File: config.mk
export PLATFORM = sky130hd
export DESIGN_NAME = rotl_pipe_flat
export DESIGN_NICKNAME = d
export VERILOG_FILES = /design/src/rtl/rot_pkg.sv /design/src/rtl/rotl_pipe_if.sv /design/src/rtl/rotl_stage.sv /design/src/rtl/rotl_pipe.sv /design/src/flat_wrapper.sv
export SDC_FILE = /design/constraint.sdc
export NUM_CORES = 2
export LEC_CHECK = 0
export CORE_ASPECT_RATIO = 0.9
export CORE_MARGIN = 3
export CORE_UTILIZATION = 59
export CTS_CLUSTER_SIZE = 40
export DETAILED_ROUTE_END_ITERATION = 7
export GPL_ROUTABILITY_DRIVEN = 1
export PLACE_DENSITY = 0.8
export SYNTH_ARGS = -nofsm -noshare
export SYNTH_HDL_FRONTEND = slang
export SYNTH_SLANG_ARGS = --single-unit
File: constraint.sdc
create_clock -name clk -period 1.8 [get_ports clk]
set_clock_uncertainty 0.1 [all_clocks]
set_input_delay 0.36 -clock clk [delete_from_list [all_inputs] [get_ports clk]]
set_output_delay 0.36 -clock clk [all_outputs]
set_load 0.03 [all_outputs]
File: src/rtl/rot_pkg.sv
// -----------------------------------------------------------------------------
// rot_pkg
//   Shared definitions for the hash-datapath rotators (rotl_pipe and the
//   existing right-rotator).
//
//   Contents:
//     ROT_DATA_WIDTH   default operand width (256)
//     ROT_SHIFT_WIDTH  shift bits actually used = log2(width) (8)
//     rot_word_t       operand word at the default width
//     rotl_const       rotate left by the fixed amount 2^k
//     rotr_const       rotate right by the fixed amount 2^k
//     stage_amount     rotate distance handled by pipeline stage k
//
//   The functions work on the default width only. The pipelined rotators
//   slice inline so they stay correct when they are built at other widths.
// -----------------------------------------------------------------------------
package rot_pkg;

    localparam int ROT_DATA_WIDTH  = 256;
    localparam int ROT_SHIFT_WIDTH = $clog2(ROT_DATA_WIDTH);

    typedef logic [ROT_DATA_WIDTH-1:0] rot_word_t;

    // Rotate distance of stage k: stage k rotates by 2^k or by nothing.
    function automatic int unsigned stage_amount(input int unsigned k);
        return 32'd1 << k;
    endfunction

    // Rotate x left by 2^k. 2^k is reduced modulo the width, so a zero
    // distance returns x and the shift by the full width is never formed.
    function automatic rot_word_t rotl_const(input rot_word_t x, input int unsigned k);
        int unsigned n;
        n = stage_amount(k) % unsigned'(ROT_DATA_WIDTH);
        if (n == 32'd0) begin
            return x;
        end else begin
            return (x << n) | (x >> (unsigned'(ROT_DATA_WIDTH) - n));
        end
    endfunction

    // Rotate x right by 2^k. This is the inverse of rotl_const.
    function automatic rot_word_t rotr_const(input rot_word_t x, input int unsigned k);
        int unsigned n;
        n = stage_amount(k) % unsigned'(ROT_DATA_WIDTH);
        if (n == 32'd0) begin
            return x;
        end else begin
            return (x >> n) | (x << (unsigned'(ROT_DATA_WIDTH) - n));
        end
    endfunction

endpackage

File: src/rtl/rotl_pipe_if.sv
// -----------------------------------------------------------------------------
// rotl_pipe_if
//   Operand and result stream bundle for rotl_pipe.
//
//   Parameter:
//     DATA_WIDTH  operand width. It must match the DATA_WIDTH of the rotl_pipe
//                 that is attached.
//
//   Signals:
//     in_valid   producer -> unit      a_in/shift_in carry an operand
//     in_ready   unit -> producer      unit accepts an operand this cycle
//     a_in       producer -> unit      word to rotate
//     shift_in   producer -> unit      rotate amount (only the low log2 bits count)
//     out_valid  unit -> consumer      a_out holds a result
//     out_ready  consumer -> unit      consumer takes the result this cycle
//     a_out      unit -> consumer      rotated word
//
//   Modports:
//     master  the environment side (producer and consumer)
//     slave   the rotator side
// -----------------------------------------------------------------------------
interface rotl_pipe_if
    import rot_pkg::*;
#(
    parameter int DATA_WIDTH = ROT_DATA_WIDTH
);

    logic                  in_valid;
    logic                  in_ready;
    logic [DATA_WIDTH-1:0] a_in;
    logic [DATA_WIDTH-1:0] shift_in;
    logic                  out_valid;
    logic                  out_ready;
    logic [DATA_WIDTH-1:0] a_out;

    modport master (
        output in_valid,
        output a_in,
        output shift_in,
        output out_ready,
        input  in_ready,
        input  out_valid,
        input  a_out
    );

    modport slave (
        input  in_valid,
        input  a_in,
        input  shift_in,
        input  out_ready,
        output in_ready,
        output out_valid,
        output a_out
    );

endinterface

File: src/rtl/rotl_stage.sv
// -----------------------------------------------------------------------------
// rotl_stage
//   One stage of the rotate-left pipeline. On advance the stage registers its
//   input word, rotated left by 2^STAGE when in_shift[STAGE] is set and
//   unchanged otherwise. The valid bit and the shift amount travel with the
//   word. When advance is low every register holds its value.
//
//   Parameters:
//     DATA_WIDTH   word width (power of two, >= 2)
//     SHIFT_WIDTH  width of the shift amount carried along
//     STAGE        index of this stage. The stage rotates by 2^STAGE.
//
//   Ports:
//     clk        rising-edge clock
//     rst_n      asynchronous active-low reset; clears valid, data and shift
//     advance    the whole pipe moves this cycle
//     in_valid   incoming slot holds an operand
//     in_data    incoming word
//     in_shift   incoming shift amount
//     out_valid  registered valid bit
//     out_data   registered (conditionally rotated) word
//     out_shift  registered shift amount, passed to the next stage
// -----------------------------------------------------------------------------
module rotl_stage
    import rot_pkg::*;
#(
    parameter int DATA_WIDTH  = ROT_DATA_WIDTH,
    parameter int SHIFT_WIDTH = ROT_SHIFT_WIDTH,
    parameter int STAGE       = 0
) (
    input  logic                   clk,
    input  logic                   rst_n,
    input  logic                   advance,
    input  logic                   in_valid,
    input  logic [DATA_WIDTH-1:0]  in_data,
    input  logic [SHIFT_WIDTH-1:0] in_shift,
    output logic                   out_valid,
    output logic [DATA_WIDTH-1:0]  out_data,
    output logic [SHIFT_WIDTH-1:0] out_shift
);

    // The highest stage rotates by DATA_WIDTH/2, so both slices below stay in range.
    localparam int AMT = 1 << STAGE;

    logic [DATA_WIDTH-1:0]  rot_s;
    logic                   valid_d;
    logic                   valid_q;
    logic [DATA_WIDTH-1:0]  data_d;
    logic [DATA_WIDTH-1:0]  data_q;
    logic [SHIFT_WIDTH-1:0] shift_d;
    logic [SHIFT_WIDTH-1:0] shift_q;

    // Fixed rotate by 2^STAGE. This is pure wiring, selected by one shift bit.
    always_comb begin
        rot_s = in_data;
        if (in_shift[STAGE]) begin
            rot_s = {in_data[DATA_WIDTH-1-AMT:0], in_data[DATA_WIDTH-1:DATA_WIDTH-AMT]};
        end else begin
            rot_s = in_data;
        end
    end

    // Next state: load on advance, otherwise hold. A bubble loads valid=0.
    always_comb begin
        valid_d = valid_q;
        data_d  = data_q;
        shift_d = shift_q;
        if (advance) begin
            valid_d = in_valid;
            data_d  = rot_s;
            shift_d = in_shift;
        end else begin
            valid_d = valid_q;
            data_d  = data_q;
            shift_d = shift_q;
        end
    end

    // Stage registers with asynchronous clear.
    always_ff @(posedge clk or negedge rst_n) begin
        if (!rst_n) begin
            valid_q <= 1'b0;
            data_q  <= {DATA_WIDTH{1'b0}};
            shift_q <= {SHIFT_WIDTH{1'b0}};
        end else begin
            valid_q <= valid_d;
            data_q  <= data_d;
            shift_q <= shift_d;
        end
    end

    assign out_valid = valid_q;
    assign out_data  = data_q;
    assign out_shift = shift_q;

endmodule

File: src/rtl/rotl_pipe.sv
// -----------------------------------------------------------------------------
// rotl_pipe
//   Pipelined rotate-left unit. It is the inverse of the right-rotator in the
//   hash datapath. It accepts one operand per cycle and returns a_in rotated
//   left by (shift_in mod DATA_WIDTH) SHIFT_WIDTH cycles after acceptance.
//   Stage k rotates by 2^k when bit k of the shift is set.
//
//   Handshake:
//     advance  = enable & (~out_valid | out_ready)
//     in_ready = advance, forced low while rst_n is low
//   All stages move together or all hold, so the pipe never collapses
//   bubbles. Results leave in acceptance order. When the pipe is full and
//   out_ready and in_valid are both high in the same cycle, the result leaves
//   and the new operand enters on the same edge.
//
//   Parameters:
//     DATA_WIDTH   operand width (power of two, >= 2). It must equal the width
//                  of the attached interface.
//     SHIFT_WIDTH  log2(DATA_WIDTH). This is both the number of shift bits
//                  used and the pipeline depth.
//
//   Ports:
//     clk     rising-edge clock
//     rst_n   asynchronous active-low reset. It flushes all in-flight operands.
//     enable  global advance enable. When low, the whole pipe holds.
//     bus     rotl_pipe_if.slave: in_valid/in_ready/a_in/shift_in and
//             out_valid/out_ready/a_out
//
//   a_out and out_valid come straight from the last stage's registers.
// -----------------------------------------------------------------------------
module rotl_pipe
    import rot_pkg::*;
#(
    parameter int DATA_WIDTH  = ROT_DATA_WIDTH,
    parameter int SHIFT_WIDTH = $clog2(DATA_WIDTH)
) (
    input  logic        clk,
    input  logic        rst_n,
    input  logic        enable,
    rotl_pipe_if.slave  bus
);

    logic advance_s;
    logic in_ready_s;
    logic accept_s;

    // Outputs of every stage. Index SHIFT_WIDTH-1 is the last stage.
    logic                   valid_s [SHIFT_WIDTH];
    logic [DATA_WIDTH-1:0]  data_s  [SHIFT_WIDTH];
    logic [SHIFT_WIDTH-1:0] shift_s [SHIFT_WIDTH];

    // The shift bits above SHIFT_WIDTH are ignored. This is how shifts of
    // DATA_WIDTH or more wrap modulo DATA_WIDTH. After the last stage the
    // shift has no further use.
    logic unused_shift_s;

    // Handshake glue. A full pipe can still advance when the consumer takes the head.
    always_comb begin
        advance_s  = enable & (~bus.out_valid | bus.out_ready);
        in_ready_s = advance_s & rst_n;
        accept_s   = bus.in_valid & in_ready_s;
    end

    assign bus.in_ready = in_ready_s;

    for (genvar g = 0; g < SHIFT_WIDTH; g++) begin : g_stage
        logic                   v_in_s;
        logic [DATA_WIDTH-1:0]  d_in_s;
        logic [SHIFT_WIDTH-1:0] s_in_s;

        if (g == 0) begin : g_first
            // Stage 0 takes the operand. When no operand is accepted it takes a bubble.
            assign v_in_s = accept_s;
            assign d_in_s = bus.a_in;
            assign s_in_s = bus.shift_in[SHIFT_WIDTH-1:0];
        end else begin : g_next
            assign v_in_s = valid_s[g-1];
            assign d_in_s = data_s[g-1];
            assign s_in_s = shift_s[g-1];
        end

        rotl_stage #(
            .DATA_WIDTH  (DATA_WIDTH),
            .SHIFT_WIDTH (SHIFT_WIDTH),
            .STAGE       (g)
        ) u_stage (
            .clk       (clk),
            .rst_n     (rst_n),
            .advance   (advance_s),
            .in_valid  (v_in_s),
            .in_data   (d_in_s),
            .in_shift  (s_in_s),
            .out_valid (valid_s[g]),
            .out_data  (data_s[g]),
            .out_shift (shift_s[g])
        );
    end

    assign bus.out_valid = valid_s[SHIFT_WIDTH-1];
    assign bus.a_out     = data_s[SHIFT_WIDTH-1];

    assign unused_shift_s = ^{bus.shift_in[DATA_WIDTH-1:SHIFT_WIDTH], shift_s[SHIFT_WIDTH-1]};

endmodule

File: src/flat_wrapper.sv
// flat-port wrapper written by rule: the top's interface ports become plain ports
module rotl_pipe_flat import rot_pkg::*;
#(
    parameter int DATA_WIDTH  = ROT_DATA_WIDTH,
    parameter int SHIFT_WIDTH = $clog2(DATA_WIDTH)
)
  (clk, rst_n, enable, bus_in_valid, bus_a_in, bus_shift_in, bus_out_ready, bus_in_ready, bus_out_valid, bus_a_out);
  rotl_pipe_if #(.DATA_WIDTH(DATA_WIDTH)) bus_i ();
  input  logic clk;
  input  logic rst_n;
  input  logic enable;
  input wire logic [$bits(bus_i.in_valid)-1:0] bus_in_valid;
  input wire logic [$bits(bus_i.a_in)-1:0] bus_a_in;
  input wire logic [$bits(bus_i.shift_in)-1:0] bus_shift_in;
  input wire logic [$bits(bus_i.out_ready)-1:0] bus_out_ready;
  output wire logic [$bits(bus_i.in_ready)-1:0] bus_in_ready;
  output wire logic [$bits(bus_i.out_valid)-1:0] bus_out_valid;
  output wire logic [$bits(bus_i.a_out)-1:0] bus_a_out;
  assign bus_i.in_valid = bus_in_valid;
  assign bus_i.a_in = bus_a_in;
  assign bus_i.shift_in = bus_shift_in;
  assign bus_i.out_ready = bus_out_ready;
  assign bus_in_ready = bus_i.in_ready;
  assign bus_out_valid = bus_i.out_valid;
  assign bus_a_out = bus_i.a_out;
  rotl_pipe #(.DATA_WIDTH(DATA_WIDTH), .SHIFT_WIDTH(SHIFT_WIDTH)) u_core (.clk(clk), .rst_n(rst_n), .enable(enable), .bus(bus_i));
endmodule
==> out/qor.csv <==
metric,value,unit
status,finished with violations,
failing checks,negative setup slack,
chip height,401,um
Die X-Extent,445,um
vias in the first global route,63208,
drt first pass iters,5,
GRT Overall Usage,31.3,%
Setup CP Type,register to output port,
mux cell area share after synthesis,45.4,%
Fmax,0.426,GHz
CP Capture Type,output port,
DRT iter0 DRCs,4298,
max cap viols,0,
Startpoint Class,register,
"Slew Viols, Final",0,
first-pass GRT wire length,418000,um
syn avg cell area,15.3,um2
Critical Path RT,1.34,ns
full die area,179000,um2
Longest Clk Path Bufs,3,
Synth Instances,6684,
worst reg2reg path startpoint,u_core.g_stage[7].u_stage.out_valid$_DFFE_PN0P_,
number of H-tree levels,4,
Total Neg Setup Slack,-555.36,ns
CP startpoint,u_core.g_stage[7].u_stage.out_valid$_DFFE_PN0P_,
antenna-violating nets left,0,
RSZ-0062 raised after global routing,true,
Via density,6.02,
multi-input logic area,46600,um2
Synth Area in XOR/XNOR,0,%
gr busiest metal,met2,
Top-Level Pins,775,
setup slack after layout,-0.547,ns
antenna violations before repair,60,
drc violations,0,
Layout fillers,11377,
number of warnings issued by yosys,0,
largest family of logic cells by synthesized area,multiplexers,
Avg WL per Cell,28.6,um
Worst-Margin Slew,0.940,ns
Fin. Hold Viols,0,
Power Density,2060,nW/um2
Worst-Skew Late Latency,0.86,ns
M2 GR Usage,50.7,%
final core utilization,70.2,%
largest net degree at the start of global routing,129,
Starting Density,59.6,%
reg2reg setup slack,-0.40,ns
Tmin final,2.35,ns
share of cells above drive strength 1,68.7,%
clock slew at reported path FFs,0.06,ns
Hold Path Origin,bus_shift_in[3],
"Seq/Total Area, Yosys",50.9,%
CORE AREA,172000,um2
Seq cells post-synth,2084,
row count,144,
Area Overhead vs Synth,17.9,%
class of the worst hold path,input pin to register,
Syn Nets,7201,
GRT met1 Usage,42.6,%
nets@finish,7999,
M3 GR Usage,6.43,%
"most common cell after layout, fill and taps aside",mux2_2,
"commonest cells after routing, fill and taps aside","mux2_2 (4,128), dfrtp_1 (2,076), buf_4 (336)",
CTS Sinks,2084,
routed wire length,284000,um
hpwl dp,211000,um
CTS tree,yes,
Leak,50.4,nW
Max-Slew Margin vs Limit,37.1,%
Max VDD drop,1.59,mV
gr ovfl total,0,
fraction of the mapped netlist area in adder cells,0,%
TritonCTS Buffers,205,
CP arrival,1.89,ns
CP Max Fanout,2,
"post-synthesis share of cell area spent on and, or, nand and nor gates",0.00978,%
area occupied by registers,52200,um2
CTS Root Cell,clkbuf_16,
Final period util,130,%
Mapped Area,102000,um2
final setup fails,2323,
compound-gate portion of the synthesized area,0.00733,%
Netlist cell types,13,
gpl congestion,0.988,
PortBufs,526,
via count,59830,
## worst paths after layout
path                                                                       end  cells after the start
max reg2reg                u_core.g_stage[5].u_stage.out_data[126]$_DFFE_PN0P_                      7
min                         u_core.g_stage[0].u_stage.out_shift[3]$_DFFE_PN0P_                      2
min in group asynchronous  u_core.g_stage[3].u_stage.out_data[118]$_DFFE_PN0P_                      5
min reg2reg                 u_core.g_stage[1].u_stage.out_shift[6]$_DFFE_PN0P_                      1
max                                                               bus_in_ready                      5
max in group asynchronous  u_core.g_stage[5].u_stage.out_data[201]$_DFFE_PN0P_                      7
## layer usage
layer / routed length [um] / up-vias
li1: - / 26026
met1: 119000 / 31460
met2: 136000 / 1814
met3: 19100 / 506
met4: 10000 / 24
met5: 162 / -
## where the power goes
part	total (mW)	internal, mW	switching (mW)
Clock	44.2	25.5	18.7
Combinational	107	61.8	45.7
Sequential	96.7	70.2	26.5
Total	248	157	91.0
## sequential cells by signal, summed over array words and instances, names as in the netlist
signal / flops
u_core.g_stage.u_stage.out_valid: 8
u_core.g_stage.u_stage.out_shift: 28
u_core.g_stage.u_stage.out_data: 2048
## per-stage QoR
step	power (mW)	instances	instance area [um2]	worst slack, ns	hold slack (ns)
floorplan	155	6684	102000	0.00469	-0.0356
global placement	195	9394	111000	-0.665	0.384
detailed placement	198	9394	111000	-0.674	0.390
CTS	246	9876	120000	-0.613	0.00313
global route	258	9919	121000	-0.614	0.0331
finish	248	9932	121000	-0.547	0.0502
## final cells by class
| type | instances | area share [%] |
|---|---|---|
| well taps | 2263 | 2.35 |
| diodes | 14 | 0.0290 |
| clock buffers | 311 | 5.16 |
| multi-input cells | 4135 | 38.6 |
| flip-flops and latches | 2084 | 43.2 |
| repair buffers | 1054 | 10.0 |
| clock inverters | 69 | 0.639 |
| inverters | 2 | 0.00622 |
## cell usage after synthesis, drive strengths merged
library cell	count	area, um2
a21boi	1	7.51
and2	1	6.26
buf	446	3620
clkbuf	17	63.8
dfrtp	2084	52200
inv	2	7.51
mux2	4131	46500
mux2i	1	10.0
nand2	1	3.75
## critical path: stages (launching register included)
cell      delay [ns]
dfrtp_2         0.43
a21boi_4        0.16
buf_6           0.13
buf_12          0.09
and2_4          0.13
buf_6           0.12
## what timing repair did
item | CTS | global route
resized for setup | 1823 | 65
hold endpoints to repair | 1624 | 0
gates cloned | 14 | 24
buffers inserted | 78 | 19
setup endpoints to repair | 2208 | 2525
pin swaps | 1 | 1
hold buffers | 10 | 0
## cell families (layout without fill, tap and decap cells)
group,count (synthesis),after routing
muxes,4132,4132
DFF,2084,2084
buffers and inverters,465,1436
and+or+nand+nor,2,2
AOI/OAI and AO/OA,1,1
other,0,14
No activity file was read; power rests on OpenSTA's default activity.
